[src/rtl/db_arbiter_pkg.sv]
// Shared types for the data-break arbiter: FSM states, requester index and the
// CPU major-state code that marks the memory cycle of a break (DB2).
// Rotating priority is enabled by defining DBARB_ROUND_ROBIN_EN.
package dbarb_types;

    typedef enum logic [1:0] {IDLE, ARMED, DONE} dbarb_state_t;

    localparam int NREQ_MAX = 4;

    typedef logic [1:0] idx_t;

    // CPU major-state encoding of DB2, must track the CPU's parameter set
    localparam logic [4:0] ST_DB2 = 5'd12;

endpackage

[src/rtl/db_arbiter_if.sv]
// Bus between the peripheral requesters / CPU and the data-break arbiter.
// slave: the arbiter's view; master: the requesters and CPU side.
interface db_arbiter_if #(parameter int NREQ = 2);

    logic [NREQ-1:0]         req;
    logic [NREQ-1:0]         req_to_dev;
    logic [NREQ-1:0][0:14]   req_addr;
    logic [NREQ-1:0][0:11]   req_wdata;
    logic [NREQ-1:0]         ack;
    logic [0:11]             rdata;

    logic [4:0]              state;
    logic                    break_in_prog;
    logic                    data_break;
    logic                    to_disk;
    logic [0:14]             dmaAddr;
    logic [0:11]             dmaDOUT;
    logic [0:11]             dmaDIN;

    modport slave (
        input  req, req_to_dev, req_addr, req_wdata, state, break_in_prog, dmaDIN,
        output ack, rdata, data_break, to_disk, dmaAddr, dmaDOUT
    );

    modport master (
        output req, req_to_dev, req_addr, req_wdata, state, break_in_prog, dmaDIN,
        input  ack, rdata, data_break, to_disk, dmaAddr, dmaDOUT
    );

endinterface

[src/rtl/db_arbiter_pick.sv]
// Combinational winner picker. Fixed mode: lowest set index wins.
// With DBARB_ROUND_ROBIN_EN the search starts at ptr and wraps.
module dbarb_pick
    import dbarb_types::*;
#(
    parameter int NREQ = 2
) (
    input  logic [NREQ-1:0] req,
`ifdef DBARB_ROUND_ROBIN_EN
    input  idx_t            ptr,
`endif
    output logic            valid,
    output idx_t            idx
);

`ifdef DBARB_ROUND_ROBIN_EN
    logic [2*NREQ-1:0] dbl;
    logic [2*NREQ-1:0] rot;

    // Rotate the request vector so ptr lands at bit 0, then take the lowest set bit;
    // scanning downwards lets the nearest-to-pointer hit overwrite farther ones
    always_comb begin
        dbl   = {req, req};
        rot   = dbl >> ptr;
        valid = |req;
        idx   = '0;
        for (int i = NREQ - 1; i >= 0; i--) begin
            if (rot[i]) begin
                idx = (int'(ptr) + i >= NREQ) ? idx_t'(int'(ptr) + i - NREQ)
                                              : idx_t'(int'(ptr) + i);
            end
        end
    end
`else
    // Fixed priority: index 0 (disk) beats everyone
    always_comb begin
        valid = |req;
        idx   = '0;
        for (int i = NREQ - 1; i >= 0; i--) begin
            if (req[i]) idx = idx_t'(i);
        end
    end
`endif

endmodule

[src/rtl/db_arbiter.sv]
// Data-break arbiter: picks one requester, latches its address/direction/data,
// raises data_break until the CPU reaches DB2, then acks the winner.
// Optional rotating priority under DBARB_ROUND_ROBIN_EN.
module db_arbiter
    import dbarb_types::*;
#(
    parameter int NREQ = 2
) (
    input  logic         clk,
    input  logic         reset,
    input  logic         clear,
    db_arbiter_if.slave  bus
);

    dbarb_state_t state_q, state_d;

    logic            pick_valid;
    idx_t            pick_idx;
    idx_t            win_q;
    logic            kill_q;
    logic            latch_en;
    logic            fin;
    logic            drop;
    logic [NREQ-1:0] ack_hot;

    logic [NREQ-1:0] ack_q;
    logic [0:11]     rdata_q;
    logic            break_q;
    logic            to_disk_q;
    logic [0:14]     addr_q;
    logic [0:11]     dout_q;

`ifdef DBARB_ROUND_ROBIN_EN
    idx_t ptr_q;

    dbarb_pick #(.NREQ(NREQ)) u_pick (
        .req   (bus.req),
        .ptr   (ptr_q),
        .valid (pick_valid),
        .idx   (pick_idx)
    );

    // Priority pointer: moves past each acked winner, homes on clear/reset
    always_ff @(posedge clk) begin
        if (reset || clear)
            ptr_q <= '0;
        else if (fin)
            ptr_q <= (win_q == idx_t'(NREQ - 1)) ? '0 : win_q + idx_t'(1);
    end
`else
    dbarb_pick #(.NREQ(NREQ)) u_pick (
        .req   (bus.req),
        .valid (pick_valid),
        .idx   (pick_idx)
    );
`endif

    // FSM state register
    always_ff @(posedge clk) begin
        if (reset) state_q <= IDLE;
        else       state_q <= state_d;
    end

    // Next state and datapath strobes; a break killed by clear still runs to DB2
    always_comb begin
        state_d  = state_q;
        latch_en = 1'b0;
        fin      = 1'b0;
        drop     = 1'b0;
        case (state_q)
            IDLE: begin
                if (!clear && pick_valid) begin
                    latch_en = 1'b1;
                    state_d  = ARMED;
                end
            end
            ARMED: begin
                if (clear && !bus.break_in_prog) begin
                    drop    = 1'b1;
                    state_d = IDLE;
                end else if (bus.state == ST_DB2) begin
                    drop = 1'b1;
                    if (kill_q || clear) begin
                        state_d = IDLE;
                    end else begin
                        fin     = 1'b1;
                        state_d = DONE;
                    end
                end
            end
            DONE:    state_d = IDLE;
            default: state_d = IDLE;
        endcase
    end

    // One-hot of the latched winner, used for the ack pulse
    always_comb begin
        ack_hot = '0;
        for (int i = 0; i < NREQ; i++) ack_hot[i] = (win_q == idx_t'(i));
    end

    // Latches, break request, ack pulse and read-data capture
    always_ff @(posedge clk) begin
        if (reset) begin
            win_q     <= '0;
            kill_q    <= 1'b0;
            ack_q     <= '0;
            rdata_q   <= '0;
            break_q   <= 1'b0;
            to_disk_q <= 1'b0;
            addr_q    <= '0;
            dout_q    <= '0;
        end else begin
            ack_q <= '0;
            if (latch_en) begin
                win_q   <= pick_idx;
                kill_q  <= 1'b0;
                break_q <= 1'b1;
                for (int i = 0; i < NREQ; i++) begin
                    if (pick_idx == idx_t'(i)) begin
                        addr_q    <= bus.req_addr[i];
                        dout_q    <= bus.req_wdata[i];
                        to_disk_q <= bus.req_to_dev[i];
                    end
                end
            end
            if (state_q == ARMED && clear) kill_q <= 1'b1;
            if (drop) break_q <= 1'b0;
            if (fin) begin
                ack_q <= ack_hot;
                if (to_disk_q) rdata_q <= bus.dmaDIN;
            end
        end
    end

    assign bus.ack        = ack_q;
    assign bus.rdata      = rdata_q;
    assign bus.data_break = break_q;
    assign bus.to_disk    = to_disk_q;
    assign bus.dmaAddr    = addr_q;
    assign bus.dmaDOUT    = dout_q;

endmodule
[src/flat_wrapper.sv]
// flat-port wrapper written by rule: the top's interface ports become plain ports
module db_arbiter_flat import dbarb_types::*;
#(
    parameter int NREQ = 2
)
  (clk, reset, clear, bus_req, bus_req_to_dev, bus_req_addr, bus_req_wdata, bus_state, bus_break_in_prog, bus_dmaDIN, bus_ack, bus_rdata, bus_data_break, bus_to_disk, bus_dmaAddr, bus_dmaDOUT);
  db_arbiter_if #(.NREQ(NREQ)) bus_i ();
  input  logic clk;
  input  logic reset;
  input  logic clear;
  input wire logic [$bits(bus_i.req)-1:0] bus_req;
  input wire logic [$bits(bus_i.req_to_dev)-1:0] bus_req_to_dev;
  input wire logic [$bits(bus_i.req_addr)-1:0] bus_req_addr;
  input wire logic [$bits(bus_i.req_wdata)-1:0] bus_req_wdata;
  input wire logic [$bits(bus_i.state)-1:0] bus_state;
  input wire logic [$bits(bus_i.break_in_prog)-1:0] bus_break_in_prog;
  input wire logic [$bits(bus_i.dmaDIN)-1:0] bus_dmaDIN;
  output wire logic [$bits(bus_i.ack)-1:0] bus_ack;
  output wire logic [$bits(bus_i.rdata)-1:0] bus_rdata;
  output wire logic [$bits(bus_i.data_break)-1:0] bus_data_break;
  output wire logic [$bits(bus_i.to_disk)-1:0] bus_to_disk;
  output wire logic [$bits(bus_i.dmaAddr)-1:0] bus_dmaAddr;
  output wire logic [$bits(bus_i.dmaDOUT)-1:0] bus_dmaDOUT;
  assign bus_i.req = bus_req;
  assign bus_i.req_to_dev = bus_req_to_dev;
  assign bus_i.req_addr = bus_req_addr;
  assign bus_i.req_wdata = bus_req_wdata;
  assign bus_i.state = bus_state;
  assign bus_i.break_in_prog = bus_break_in_prog;
  assign bus_i.dmaDIN = bus_dmaDIN;
  assign bus_ack = bus_i.ack;
  assign bus_rdata = bus_i.rdata;
  assign bus_data_break = bus_i.data_break;
  assign bus_to_disk = bus_i.to_disk;
  assign bus_dmaAddr = bus_i.dmaAddr;
  assign bus_dmaDOUT = bus_i.dmaDOUT;
  db_arbiter #(.NREQ(NREQ)) u_core (.clk(clk), .reset(reset), .clear(clear), .bus(bus_i));
endmodule
[config.mk]
export PLATFORM = sky130hd
export DESIGN_NAME = db_arbiter_flat
export DESIGN_NICKNAME = d
export VERILOG_FILES = /design/src/rtl/db_arbiter_pkg.sv /design/src/rtl/db_arbiter_if.sv /design/src/rtl/db_arbiter_pick.sv /design/src/rtl/db_arbiter.sv /design/src/flat_wrapper.sv
export SDC_FILE = /design/constraint.sdc
export NUM_CORES = 1
export LEC_CHECK = 0
export CAP_MARGIN = 15
export CORE_ASPECT_RATIO = 1.4
export CORE_MARGIN = 2
export CORE_UTILIZATION = 41
export DETAILED_ROUTE_END_ITERATION = 8
export GPL_ROUTABILITY_DRIVEN = 0
export PLACE_DENSITY = 0.84
export SKIP_CTS_REPAIR_TIMING = 1
export SLEW_MARGIN = 0
export SYNTH_ARGS = -nofsm -noshare
export SYNTH_HDL_FRONTEND = slang
export SYNTH_HIERARCHICAL = 1
export SYNTH_SLANG_ARGS = --single-unit
[constraint.sdc]
create_clock -name clk -period 2.51 [get_ports clk]
set_input_delay 0.251 -clock clk [delete_from_list [all_inputs] [get_ports clk]]
set_output_delay 0.251 -clock clk [all_outputs]
set_load 0.02 [all_outputs]
==> impl_metrics.toml, run 1 <==
[status]
status = "finished, final reports clean"

[synthesis]
syn_area_per_cell_um2 = 9.70
yosysSeqAreaShare_pct = 44.6
yosysWarnings = 6
synth.net_count = 301
netlist_area_um2 = 2150
synth.distinct_cells = 28
yosys_register_bits = 48
synthCells = 222

[sta]
setup_viol = 0
period_needed_ps = 1840
worst_hold_slack_ps = 441
setup_tns_ps = 0
period_share_pct = 73.2
grt_setup_unrepaired = "false"
hold_viol_final = 0
skew_ps = 5.59
fmax_mhz = 544
maxSlewViolCount = 0

[cells_and_area]
final_common_cell = "clkdlybuf4s50_1"
multi_input_area_um2 = 1080
seqCellArea_um2 = 961
antennaDiodeCount = 0
nNetsFinal = 410
layout-drive-gt1-share_pct = 5.12
fill_cells = 441
final_util_pct = 68.1
stdcell_count = 398
final_cell_mix = "121 x clkdlybuf4s50_1, 48 x dfxtp_1, 40 x mux2i_1, 32 x a21oi_1, 29 x a311oi_1"
syn2layout_area_growth_pct = 61.9

[route]
wl_per_cell_um = 14.3
detail-route-antenna-nets = 0
num_vias = 2074
wl_mm = 5.71
vias_per_cell = 5.21
drt_iter0_drc = 67
drc = 0
first_pass_iters = 4

[placement]
dp.cells = 390
port_buffers = 121
dp_hpwl_mm = 4.20

[cts]
numCtsBuffers = 5
cts_tree = "done"
clk_pin_slew_ps = 80
clockBufferDepth = 2
cts_root_buffer = "clkbuf_8"
htreeDepth = 2
clk_latency_ps = 290
clkSinkCount = 48

[grt]
grt.overflow.total = 0
grt_pass1_vias = 1949
grt_max_degree = 60
track_usage_pct = 20.0
grt_pass1_wl_mm = 9.35
antenna_found_initial = 0

[power_and_ir_drop]
power_uw = 1680
vdd_drop_max_v = 0.000378
p_per_area_nw_per_um2 = 482
leakage_uw = 0.00135

[job]
maxCapViolCount = 0

[floorplan]
rows = 31
dieArea_um2 = 5860
pin_count = 122
core-area_um2 = 5120
dieHeight_um = 89.7
die_w_um = 65.3
start_util_pct = 42.1

[setup_path]
crit_path_end_kind = "flip-flop"
worstPathArrival_ps = 2060
required_ps = 2730
start_kind = "input pin"
crit_path_max_fanout = 12
worstSetupPathType = "in2reg"

[worst_hold_path]
min_path_type = "reg2reg"
-- critical path, cell delays in order --
cell and delay, ps:
clkdlybuf4s50_1 450, or4bb_1 590, nor4b_4 280, buf_4 270, mux2i_1 220
-- path summary, 6_finish.rpt --
check	from	endpoint	slack, ps	depth (start not counted)
min reg2reg	u_core/win_q[1]$_SDFFE_PP0P_	u_core/bus.ack[0]$_SDFF_PP0_	440	1
max reg2reg	u_core/state_q[0]$_SDFFE_PP0P_	u_core/bus.rdata[5]$_SDFFE_PP0P_	780	4
max	bus_state[3]	u_core/bus.rdata[5]$_SDFFE_PP0P_	670	5
min	u_core/win_q[1]$_SDFFE_PP0P_	u_core/bus.ack[0]$_SDFF_PP0_	440	1
-- metal layers --
metal	vias to the layer above	routed length, um	track usage, %
li1	1044	-	-
met5	-	0	0
met3	6	611	7.51
met1	921	2350	25.0
met4	0	78	5.90
met2	103	2670	31.9
-- registers in the layout, indices dropped and copies added (netlist names) --
register	cells
u_core/bus.data_break	1
u_core/bus.ack	2
u_core/bus.dmaAddr	15
u_core/bus.to_disk	1
u_core/state_q	2
u_core/bus.rdata	12
u_core/bus.dmaDOUT	12
u_core/kill_q	1
u_core/win_q	2
-- area by class of cell --
type	count	area share, %
Multi-Input combinational cell	147	31.1
Clock buffer	8	2.58
Timing Repair Buffer	125	36.0
Inverter	4	0.431
Tap cell	66	2.37
Sequential cell	48	27.6
-- logic make-up after synthesis --
family / share of synthesized area [%]
flops: 44.6
other cells: 0.174
compound gates: 19.8
buf+inv: 5.52
mux: 18.6
simple gates: 11.3
-- per-stage QoR --
step	worst slack (ps)	instance area, um2
3_5_place_dp	376	3400
4_1_cts	695	3490
6_report	672	3490
5_1_grt	577	3490
2_1_floorplan	879	2150
3_3_place_gp	428	3400
-- cell usage after synthesis --
library cell  instances  area, um2
dfxtp_1              48        961
nand2b_1              1       6.26
nor4b_2               1       15.0
o22ai_1               2       12.5
conb_1                1       3.75
inv_1                 3       11.3
buf_4                 1       7.51
or4b_2                1       10.0
and3b_1               1       8.76
nor2_1                1       3.75
nor4_1                1       6.26
a21oi_1              32        160
nor3_1                1       5.00
or3b_2                1       8.76
or4b_4                1       13.8
inv_2                 1       3.75
clkbuf_1             16       60.1
nand2_1              28        105
buf_2                 5       25.0
nand3_1               1       5.00
a311oi_1             29        254
mux2i_1              40        400
or4bb_1               1       11.3
nor2b_1               1       6.26
or2_1                 1       6.26
buf_6                 1       11.3
nor4b_4               1       23.8
nor3b_1               1       7.51
-- where the power goes --
part           leakage [uW]  total [uW]  internal, uW  switching (uW)
sequential         0.000391         820           798            22.2
combinational      0.000915         399           227             172
clock             0.0000455         463           225             238
(Power assumes the default switching activity.)
==> inputs of run 2 (changes only) <==
Settings changed: CORE_UTILIZATION 41 to 38, PLACE_DENSITY 0.84 to 0.79.
Clock period 2.51 ns to 1.9 ns, I/O delays scaled along.
==> impl_metrics.toml, run 2 (synthesized netlist as in run 1, its figures left out) <==
[cts]
htreeDepth = 2
cts_root_buffer = "clkbuf_8"
clockBufferDepth = 2
clkSinkCount = 48
cts_tree = "done"
numCtsBuffers = 5
clk_latency_ps = 290
clk_pin_slew_ps = 80

[floorplan]
die_w_um = 67.6
rows = 32
dieHeight_um = 93.1
start_util_pct = 39.3
pin_count = 122
core-area_um2 = 5490
dieArea_um2 = 6290

[setup_path]
start_kind = "input pin"
crit_path_end_kind = "flip-flop"
slowest_delay_ps = 580
crit_path_max_fanout = 12
worstSetupPathType = "in2reg"
required_ps = 2110
crit_slowest_cell = "or4bb_1"
worstPathArrival_ps = 1980
crit_chain = "clkdlybuf4s50_1 > or4bb_1 > nor4b_4 > buf_12 > mux2i_1"

[worst_hold_path]
min_path_type = "reg2reg"

[sta]
maxSlewViolCount = 0
worst_hold_slack_ps = 444
skew_ps = 7.68
setup_viol = 0
period_share_pct = 92.8
period_needed_ps = 1760
grt_setup_unrepaired = "false"
fin_ws_ps = 136
hold_viol_final = 0
fmax_mhz = 567
setup_tns_ps = 0

[placement]
dp_hpwl_mm = 4.18
pre_cts_ws_ps = -180
port_buffers = 121

[cells_and_area]
nNetsFinal = 412
layout-drive-gt1-share_pct = 5.71
final_common_cell = "clkdlybuf4s50_1"
final_cell_mix = "121 x clkdlybuf4s50_1, 48 x dfxtp_1, 40 x mux2i_1, 32 x a21oi_1, 29 x a311oi_1"
antennaDiodeCount = 0
final_util_pct = 64.1
seqCellArea_um2 = 961
largest_reg_flops = 15
syn2layout_area_growth_pct = 63.3
fill_cells = 488
multi_input_area_um2 = 1080

[grt]
grt_pass1_vias = 1960
grt_pass1_wl_mm = 9.20
track_usage_pct = 18.8
grt_max_degree = 59
antenna_found_initial = 0
grt.overflow.total = 0

[route]
wl_per_cell_um = 13.9
vias_per_cell = 5.11
detail-route-antenna-nets = 0
first_pass_iters = 4
drc = 0
drt_iter0_drc = 62
num_vias = 2049
wl_mm = 5.59

[power_and_ir_drop]
power_uw = 2170
vdd_drop_max_v = 0.000397
p_per_area_nw_per_um2 = 617
leakage_uw = 0.00137

[job]
maxCapViolCount = 0

[status]
status = "finished, final reports clean"
## run 2: cell count changes in the layout (fill, tap and decap cells not counted)
| cell | delta |
|---|---|
| buf_12 | +2 |
| clkbuf_8 | -1 |
| clkinv_2 | +1 |
| clkbuf_1 | -1 |
## run 2: layout make-up
class                      instances  share of cell area (%)
sequential                        48                    27.3
tap                               68                    2.42
clock buffer                       6                    2.06
multi-input combinational        147                    30.8
clock inverter                     1                   0.142
timing repair buffer             127                    36.8
inverter                           4                   0.427
## run 2: final timing paths
path | depth (start not counted) | endpoint | start | slack (ps)
worst max-delay path | 5 | u_core/bus.rdata[4]$_SDFFE_PP0P_ | bus_state[3] | 140
worst min-delay path | 1 | u_core/bus.ack[0]$_SDFF_PP0_ | u_core/win_q[0]$_SDFFE_PP0P_ | 440
worst max register to register | 4 | u_core/bus.rdata[4]$_SDFFE_PP0P_ | u_core/state_q[0]$_SDFFE_PP0P_ | 180
worst min register to register | 1 | u_core/bus.ack[0]$_SDFF_PP0_ | u_core/win_q[0]$_SDFFE_PP0P_ | 440
## run 2: report_power, final
part | switching (uW) | internal (uW) | leakage (uW) | total, uW
Clock | 307 | 251 | 0.0000410 | 558
Sequential | 29.7 | 1050 | 0.000391 | 1080
Combinational | 226 | 303 | 0.000934 | 529
## run 2: per-stage QoR
step | area (um2) | instances
after global routing | 3520 | 401
after floorplan | 2150 | 222
final | 3520 | 401
after detailed placement | 3440 | 394
after global placement | 3440 | 394
after CTS | 3520 | 401
## run 2: critical path, delay by kind of cell
family	cells	cell delay (ps)
AND/OR/NAND/NOR	2	920
buffers and inverters	2	650
multiplexers	1	200
## run 2: layer usage
layer	track usage [%]	share of wire, %
met1	22.3	40
met2	31.5	47
met3	7.10	12
met4	4.59	1.0
met5	0	0
